File: src/rtl/sdft_ctrl.sv
// Sliding-DFT control: accepts one sample, fetches x[n-g_N] from the external delay line,
// stores x[n], then issues all g_N bins with the shared difference. Macro SDFT_CTRL_ZERO_INIT_EN clears the delay line after reset.
module sdft_ctrl #(
  parameter int g_N      = 512,
  parameter int g_DATA_W = 12
) (
  input  logic                     i_clk,
  input  logic                     i_reset,
  output logic                     o_axisReady,
  input  logic [15:0]              i_axisData,
  input  logic                     i_axisValid,
  output logic [$clog2(g_N)-1:0]   o_delayAddr,
  output logic                     o_delayRdEn,
  output logic                     o_delayWrEn,
  output logic [g_DATA_W-1:0]      o_delayWrData,
  input  logic [g_DATA_W-1:0]      i_delayRdData,
  output logic signed [g_DATA_W:0] o_binDiff,
  output logic [$clog2(g_N)-1:0]   o_binAddr,
  output logic                     o_binValid,
  input  logic                     i_binReady,
  output logic                     o_binLast
);

  localparam int            AW       = $clog2(g_N);
  localparam logic [AW-1:0] LAST_IDX = AW'(g_N - 1);

`ifdef SDFT_CTRL_ZERO_INIT_EN
  typedef enum logic [2:0] {S_INIT, S_IDLE, S_READ, S_DIFF, S_SWEEP} state_t;
  localparam state_t START_STATE = S_INIT;
`else
  typedef enum logic [2:0] {S_IDLE, S_READ, S_DIFF, S_SWEEP} state_t;
  localparam state_t START_STATE = S_IDLE;
`endif

  state_t                     state_q, state_d;
  logic                       run_q;
  logic [AW-1:0]              wr_ptr_q, wr_ptr_d;
  logic [AW-1:0]              k_q, k_d;
  logic [g_DATA_W-1:0]        sample_q, sample_d;
  logic signed [g_DATA_W:0]   diff_q, diff_d;

  // run_q holds every strobe low until the first edge after reset release,
  // so the start state can be entered without its outputs showing during reset.
  always_ff @(posedge i_clk or negedge i_reset) begin
    if (!i_reset) begin
      state_q <= START_STATE;
      run_q   <= 1'b0;
    end else begin
      // NOTE: sequential state uses non-blocking assignment so every flop samples pre-edge values.
      state_q <= state_d;
      run_q   <= 1'b1;
    end
  end

  always_comb begin
    // NOTE: default assignment first; without it a missed branch would infer a latch.
    state_d = state_q;
    if (run_q) begin
      unique case (state_q)
`ifdef SDFT_CTRL_ZERO_INIT_EN
        S_INIT:  if (wr_ptr_q == LAST_IDX) state_d = S_IDLE;
`endif
        S_IDLE:  if (i_axisValid) state_d = S_READ;
        S_READ:  state_d = S_DIFF;
        S_DIFF:  state_d = S_SWEEP;
        S_SWEEP: if (i_binReady && k_q == LAST_IDX) state_d = S_IDLE;
        default: state_d = START_STATE;
      endcase
    end
  end

  always_comb begin
    o_axisReady   = 1'b0;
    o_delayRdEn   = 1'b0;
    o_delayWrEn   = 1'b0;
    o_delayWrData = '0;
    o_binValid    = 1'b0;
    if (run_q) begin
      unique case (state_q)
`ifdef SDFT_CTRL_ZERO_INIT_EN
        S_INIT:  o_delayWrEn = 1'b1;
`endif
        S_IDLE:  o_axisReady = 1'b1;
        S_READ:  o_delayRdEn = 1'b1;
        S_DIFF: begin
          o_delayWrEn   = 1'b1;
          o_delayWrData = sample_q;
        end
        S_SWEEP: o_binValid = 1'b1;
        default: ;
      endcase
    end
    o_delayAddr = wr_ptr_q;
    o_binAddr   = k_q;
    o_binLast   = o_binValid && (k_q == LAST_IDX);
    o_binDiff   = diff_q;
  end

  // Every delay-line write (zero-fill or sample store) advances the pointer; g_N is a power of two so it wraps for free.
  always_comb begin
    wr_ptr_d = wr_ptr_q;
    k_d      = k_q;
    sample_d = sample_q;
    diff_d   = diff_q;
    if (o_axisReady && i_axisValid) sample_d = i_axisData[g_DATA_W-1:0];
    if (o_delayWrEn) wr_ptr_d = wr_ptr_q + AW'(1);
    if (state_q == S_DIFF)
      diff_d = {sample_q[g_DATA_W-1], sample_q} - {i_delayRdData[g_DATA_W-1], i_delayRdData};
    if (o_binValid && i_binReady) k_d = o_binLast ? '0 : k_q + AW'(1);
  end

  // NOTE: the delay-line RAM is external and deliberately not reset here; only control and output registers are.
  always_ff @(posedge i_clk or negedge i_reset) begin
    if (!i_reset) begin
      wr_ptr_q <= '0;
      k_q      <= '0;
      sample_q <= '0;
      diff_q   <= '0;
    end else begin
      wr_ptr_q <= wr_ptr_d;
      k_q      <= k_d;
      sample_q <= sample_d;
      diff_q   <= diff_d;
    end
  end

  generate
    if (g_DATA_W < 16) begin : g_hi_bits
      logic unused_hi;
      assign unused_hi = ^i_axisData[15:g_DATA_W];
    end
  endgenerate

endmodule

File: config.mk
export PLATFORM = sky130hd
export DESIGN_NAME = sdft_ctrl
export DESIGN_NICKNAME = d
export VERILOG_FILES = /design/src/rtl/sdft_ctrl.sv
export SDC_FILE = /design/constraint.sdc
export NUM_CORES = 1
export LEC_CHECK = 0
export ABC_CLOCK_PERIOD_IN_PS = 4900
export CAP_MARGIN = 25
export CORE_AREA = 2 2 107 109
export DETAILED_ROUTE_END_ITERATION = 10
export DIE_AREA = 0 0 109 111
export SLEW_MARGIN = 30
export SYNTH_ARGS = -nofsm -noshare
export SYNTH_HDL_FRONTEND = slang
export SYNTH_SLANG_ARGS = --single-unit
File: constraint.sdc
create_clock -name i_clk -period 4.9 [get_ports i_clk]
set_clock_uncertainty 0.2 [all_clocks]
set_input_delay 0.735 -clock i_clk [delete_from_list [all_inputs] [get_ports i_clk]]
set_output_delay 0.735 -clock i_clk [all_outputs]
set_load 0.005 [all_outputs]
==> results of run 1 <==
## flip-flops by register name, summed over array words and instances (netlist names)
name and flops:
o_binAddr 9, o_binDiff 13, state_q 2, o_delayAddr 9, run_q 1, sample_q 12
## final timing paths
kind / end / slack [ns] / start
setup / recovery: o_binLast / 1.66 / o_binAddr[0]
min in group i_clk: o_delayAddr[8] / 0.27 / o_delayAddr[8]
setup reg to reg: state_q[1] / 2.45 / o_binAddr[0]
hold / removal: sample_q[2] / 0.26 / i_reset
hold reg to reg: o_delayAddr[8] / 0.27 / o_delayAddr[8]
max in group asynchronous: o_delayAddr[3] / 3.83 / i_reset
## layout by cell type, fill, tap and decap left out, types with 2 or more instances in the layout
cell             instances
nand2b_1                 5
nor2_1                  11
a21oi_1                 14
o21ai_0                 12
clkdlybuf4s50_1         74
buf_4                    2
mux2i_1                  6
inv_1                   24
and3_1                  16
a31o_2                   3
ha_1                    19
dfrtp_1                 46
nand2_1                 24
and2_1                   3
xnor2_1                 11
a21o_1                   5
nor2b_1                  3
nand3_1                 10
clkbuf_16                5
xor2_1                   3
mux2_2                  20
o211ai_1                 5
nand4_1                  2
nor3_1                   6
## where the power goes
part / switching [mW] / internal [mW] / total [mW] / leakage, nW
clock network: 0.143 / 0.203 / 0.345 / 0.0739
logic: 0.443 / 0.564 / 1.01 / 1.08
registers: 0.123 / 0.528 / 0.651 / 0.542
## per-layer routing
layer  routed length (um)  vias to the layer above  part of all wire  track usage
met5                    0                        -                 0            0
met4                   79                        0             0.012       0.0333
met3                  288                        5             0.044       0.0194
met2                 3210                       50              0.49        0.198
met1                 2930                     1051              0.45        0.142
li1                     -                     1088                 -            -
## worst max-delay path, cell delays in order (launching register included)
cell and delay (ns):
dfrtp_1 0.44, ha_1 0.20, nand3_1 0.16, nor2_1 0.15, ha_1 0.37, and3_1 0.21, clkdlybuf4s50_1 0.50
## through the flow
stage	hold WS [ns]	instance area, um^2	worst slack (ns)
after floorplan	0.239	2680	2.34
after global placement	0.278	3570	1.75
after detailed placement	0.269	3570	1.75
after CTS	0.278	3720	1.62
after global routing	0.301	3720	1.46
final	0.262	3720	1.66
## cells by family (layout without fill, tap and decap cells)
group / Yosys count / after routing / share of synthesized area
buf+inv: 32 / 108 / 0.0472
flops: 46 / 46 / 0.430
simple gates: 85 / 85 / 0.163
compound gates: 46 / 46 / 0.109
fa+ha+maj: 20 / 20 / 0.0964
other cells: 1 / 1 / 0.00140
xor+xnor: 14 / 14 / 0.0458
mux: 26 / 26 / 0.107
## area by class of cell
type	instances	area (um^2)
fill	1142	7360
sequential	46	1150
tap	143	179
clock buffer	7	143
multi-input combinational	192	1400
clock inverter	1	5.00
timing repair buffer	76	756
inverter	24	90.1
==> out/qor.csv, run 1 <==
metric,value,unit
Post-Synthesis Net Count,322,
# rows,39,
number of global-route vias before repair,2244,
clk slew on worst S/H paths,0.06,ns
"Distinct cells, synth",38,
Yosys top cell area share,0.430,
"FF+latch count, synth",46,
setup violators final,0,
WP data arrival,2.31,ns
Peak VDD IR,156,uV
Post-Layout Cell Count,489,
asr flop ratio synth,1.00,
Static Leak,1.70,nW
post-synthesis sequential area ratio,0.430,
"area leader, netlist",dfrtp_1,
DR iter-0 viols,92,
final core utilization,0.336,
hold_buf cts,0,
Synth Area per Inst,9.91,um^2
max cap viols,0,
total CTS buffers,5,
DR WL/cell,13.3,um
"Setup Fix Bufs, Post-CTS",0,
Post-route DRC,0,
share of layout cells above drive strength 1,0.101,
WP data required,3.96,ns
synth warn,0,
final critical-path share of the clock period,0.662,
Worst Hold Class,in -> async,
Initial Utilization,0.242,
Core ar.,11100,um^2
vias,2194,
Critical Path Sink Type,output pin,
cells resized by post-CTS repair,0,
DRT Pass-1 Iters,4,
Die ar.,12100,um^2
first-pass GRT wire length,10900,um
Clock Sink Count,46,
Synth area leaders,"dfrtp_1 (43%), ha_1 (8.9%), mux2_2 (8.4%)",
Final #Nets,397,
P&R area growth vs syn,39.1,%
Slew HR,0.592,
number of synthesized flops with an enable pin,0,
initial antenna violation count,0,
Cells after Synth,270,
root buffer cell,clkbuf_16,
CTS tree,built,
# port buffers,75,
Tot GR Track Use,0.114,
clock buffer depth,2,
final hold vios,0,
PD cells,538,nW/um^2
Setup crit start kind,register,
ys flop type,dfrtp_1,
crit-path max FO,11,
Tot Pwr,2.00,mW
top-count cell post-synth,dfrtp_1,
Max Fclk,0.308,GHz
status,completed,
Post-DP HPWL,4860,um
worst reg2reg path depth,9,
largest net degree at the start of global routing,47,
Post-Syn Area,2680,um^2
unrepaired setup endpoints after global routing,no,
Post-DRT Antenna Nets,0,
setup TNS,0,ns
min Tclk post-route,3.24,ns
latest clock arrival within the worst-skew pair,0.28,ns
Via density,4.49,
Post-Route WL,6510,um
Die W,109,um
height of the chip,111,um
gr ovfl total,0,
H-tree lvl count,2,
Synth top cells by count,"dfrtp_1 (46), inv_1 (24), nand2_1 (24)",
GP Congestion,0.835,
critical path type,reg -> out,
Slew @ Worst Pin,0.611,ns
ANT cells,0,
Max Slew Vio Count,0,
Placed Cells,481,
Boundary Pins,80,
Note: power is estimated with default switching activity, not from simulation.
==> run 2, diff against run 1 <==
--- a/config.mk
+++ b/config.mk
@@ -5,7 +5,7 @@
 export SDC_FILE = /design/constraint.sdc
 export NUM_CORES = 1
 export LEC_CHECK = 0
-export ABC_CLOCK_PERIOD_IN_PS = 4900
+export ABC_CLOCK_PERIOD_IN_PS = 2750
 export CAP_MARGIN = 25
 export CORE_AREA = 2 2 107 109
 export DETAILED_ROUTE_END_ITERATION = 10
==> constraint.sdc (replaced) <==
create_clock -name i_clk -period 2.75 [get_ports i_clk]
set_clock_uncertainty 0.2 [all_clocks]
set_input_delay 0.4125 -clock i_clk [delete_from_list [all_inputs] [get_ports i_clk]]
set_output_delay 0.4125 -clock i_clk [all_outputs]
set_load 0.005 [all_outputs]
==> run 2 against run 1 <==
Utilization increased by 0.50 points. Non-clock buffer count is 6 higher. Critical path type unchanged. Die area did not move. Critical endpoint unchanged. Largest power group unchanged. Routed wire length increased by 1.5%. Flip-flop and latch count unchanged. Setup slack worse by 1.6 ns.
==> out/qor.csv, run 2 (synthesis gave the netlist of run 1 again) <==
metric,value,unit,change
CP startpoint,o_binAddr[0],,
Core ar.,11100,um^2,unchanged
DR WL/cell,13.4,um,+0.51%
first-pass GRT wire length,11100,um,+1.4%
Max Fclk,0.378,GHz,
vias,2193,,-0.046%
flop-to-flop setup slack,0.37,ns,-2.08 ns
share of layout cells above drive strength 1,0.120,,+0.0185
clock buffer depth,2,,unchanged
setup violators final,0,,unchanged
r2r endpoint,state_q[1],,
FF+latch area,1150,um^2,unchanged
Peak VDD IR,266,uV,+70%
Post-route DRC,0,,unchanged
Critical Path Sink Type,output pin,,
Final #Nets,403,,+1.5%
Post-DRT Antenna Nets,0,,unchanged
Slew @ Worst Pin,0.647,ns,+0.0359 ns
PD cells,953,nW/um^2,+77%
Post-DP HPWL,5020,um,+3.2%
Via density,4.44,,-1.1%
root buffer cell,clkbuf_16,,
# port buffers,75,,unchanged
DRT Pass-1 Iters,4,,unchanged
WP data required,2.14,ns,-1.82 ns
clk slew on worst S/H paths,0.06,ns,about the same
Max Slew Vio Count,0,,unchanged
P&R area growth vs syn,41.2,%,
worst reg2reg path depth,10,,+1
Die ar.,12100,um^2,unchanged
Switching Share,0.354,,about the same
Setup crit start kind,register,,
"Setup Fix Bufs, Post-CTS",0,,unchanged
critical path type,reg -> out,,
Seq pwr share,0.323,,-0.002
area of the multi-input gates,1410,um^2,+0.90%
latest clock arrival within the worst-skew pair,0.28,ns,about the same
number of global-route vias before repair,2280,,+1.6%
final critical-path share of the clock period,0.962,,
# rows,39,,unchanged
Post-Route WL,6610,um,+1.5%
H-tree lvl count,2,,unchanged
r2r startpoint,o_binAddr[0],,
Static Leak,1.72,nW,+1.1%
Clock Sink Count,46,,unchanged
Worst Hold Class,reg -> reg,,
GP Congestion,0.852,,+2.0%
Comb pwr share,0.516,,+0.013
Placed Cells,486,,+1.0%
height of the chip,111,um,unchanged
Hold Startpoint,o_delayAddr[8],,
status,completed,,
Slew HR,0.569,,-0.0239
largest net degree at the start of global routing,28,,-40%
clock share of power,0.162,,-0.010
max reg flops,13,,unchanged
CTS tree,built,,
gr ovfl total,0,,unchanged
final hold vios,0,,unchanged
Pint,2.33,mW,+80%
most frequent cells in the layout,"clkdlybuf4s50_1 (74), dfrtp_1 (46), inv_1 (24), nand2_1 (24), mux2_2 (20)",,
DR iter-0 viols,78,,-15%
Initial Utilization,0.242,,unchanged
total CTS buffers,5,,unchanged
min Tclk post-route,2.65,ns,
initial antenna violation count,0,,unchanged
FILL cells,1120,,-1.9%
hold path depth,1,,
WP data arrival,2.03,ns,-0.28 ns
crit-path max FO,6,,-5
pre-CTS setup slack,-0.0162,ns,-1.77 ns
max cap viols,0,,unchanged
Hold Path End,o_delayAddr[8],,
Post-Layout Cell Count,494,,+1.0%
"commonest non-fill, non-tap cell in the layout",clkdlybuf4s50_1,,
Tot GR Track Use,0.116,,+0.00196
Die W,109,um,unchanged
Boundary Pins,80,,unchanged
ANT cells,0,,unchanged
fin worst setup slack,0.103,ns,-1.55 ns
switching power,1.27,mW,+80%
[run 2: stage by stage]
| step | hold WS (ns) | TNS, ns | total power, mW | util | cell area (um^2) |
|---|---|---|---|---|---|
| 4_1_cts | 0.278 | 0 | 3.64 | 0.340 | 3760 |
| 6_report | 0.271 | 0 | 3.60 | 0.341 | 3780 |
| 5_1_grt | 0.311 | -0.00466 | 3.93 | 0.341 | 3780 |
| 2_1_floorplan | -0.0831 | 0 | 2.26 | - | 2680 |
| 3_3_place_gp | 0.266 | -0.0387 | 2.99 | 0.327 | 3620 |
| 3_5_place_dp | 0.269 | -0.0162 | 3.03 | 0.327 | 3620 |
[run 2: worst max-delay path by stage]
stage / slack (ns) / cells past startpoint / end
2_1_floorplan: 0.51 / 7 / o_binDiff[10]
3_3_place_gp: -0.04 / 8 / o_binDiff[10]
3_5_place_dp: -0.02 / 8 / o_binDiff[10]
4_1_cts: 0.02 / 5 / o_delayWrData[7]
5_1_grt: -0.005 / 6 / o_binLast
6_report: 0.10 / 6 / o_binLast
[run 2: power groups by stage]
stage          Sequential, mW  Clock (mW)  Combinational (mW)
2_1_floorplan            1.13           0                1.13
3_3_place_gp             1.17           0                1.82
3_5_place_dp             1.18           0                1.85
4_1_cts                  1.17       0.608                1.86
5_1_grt                  1.21       0.633                2.08
6_report                 1.16       0.581                1.85
[run 2: per-layer routing]
metal | vias to the layer above | part of all wire | global-route usage
met4 | 0 | 0.016 | 0.0402
li1 | 1093 | - | -
met5 | - | 0 | 0
met3 | 6 | 0.044 | 0.0241
met1 | 1048 | 0.45 | 0.150
met2 | 46 | 0.49 | 0.189
[run 2: repair_timing]
item	4_1_cts	5_1_grt
hold buffers	1	0
endpoints found under the hold margin	25	0
setup endpoints to repair	0	9
resized for setup	0	4
[run 2: worst max-delay path: stages, from the launching register on]
cell	delay, ns
dfrtp_1	0.42
ha_2	0.22
nand3_2	0.13
nor2_2	0.16
ha_1	0.17
and3_1	0.16
clkdlybuf4s50_1	0.50
[run 2: layout make-up]
class / instances / share of cell area
inverter: 24 / 0.0239
timing repair buffer: 82 / 0.215
tap: 143 / 0.0474
sequential: 46 / 0.305
multi-input combinational: 192 / 0.373
clock buffer: 7 / 0.0351
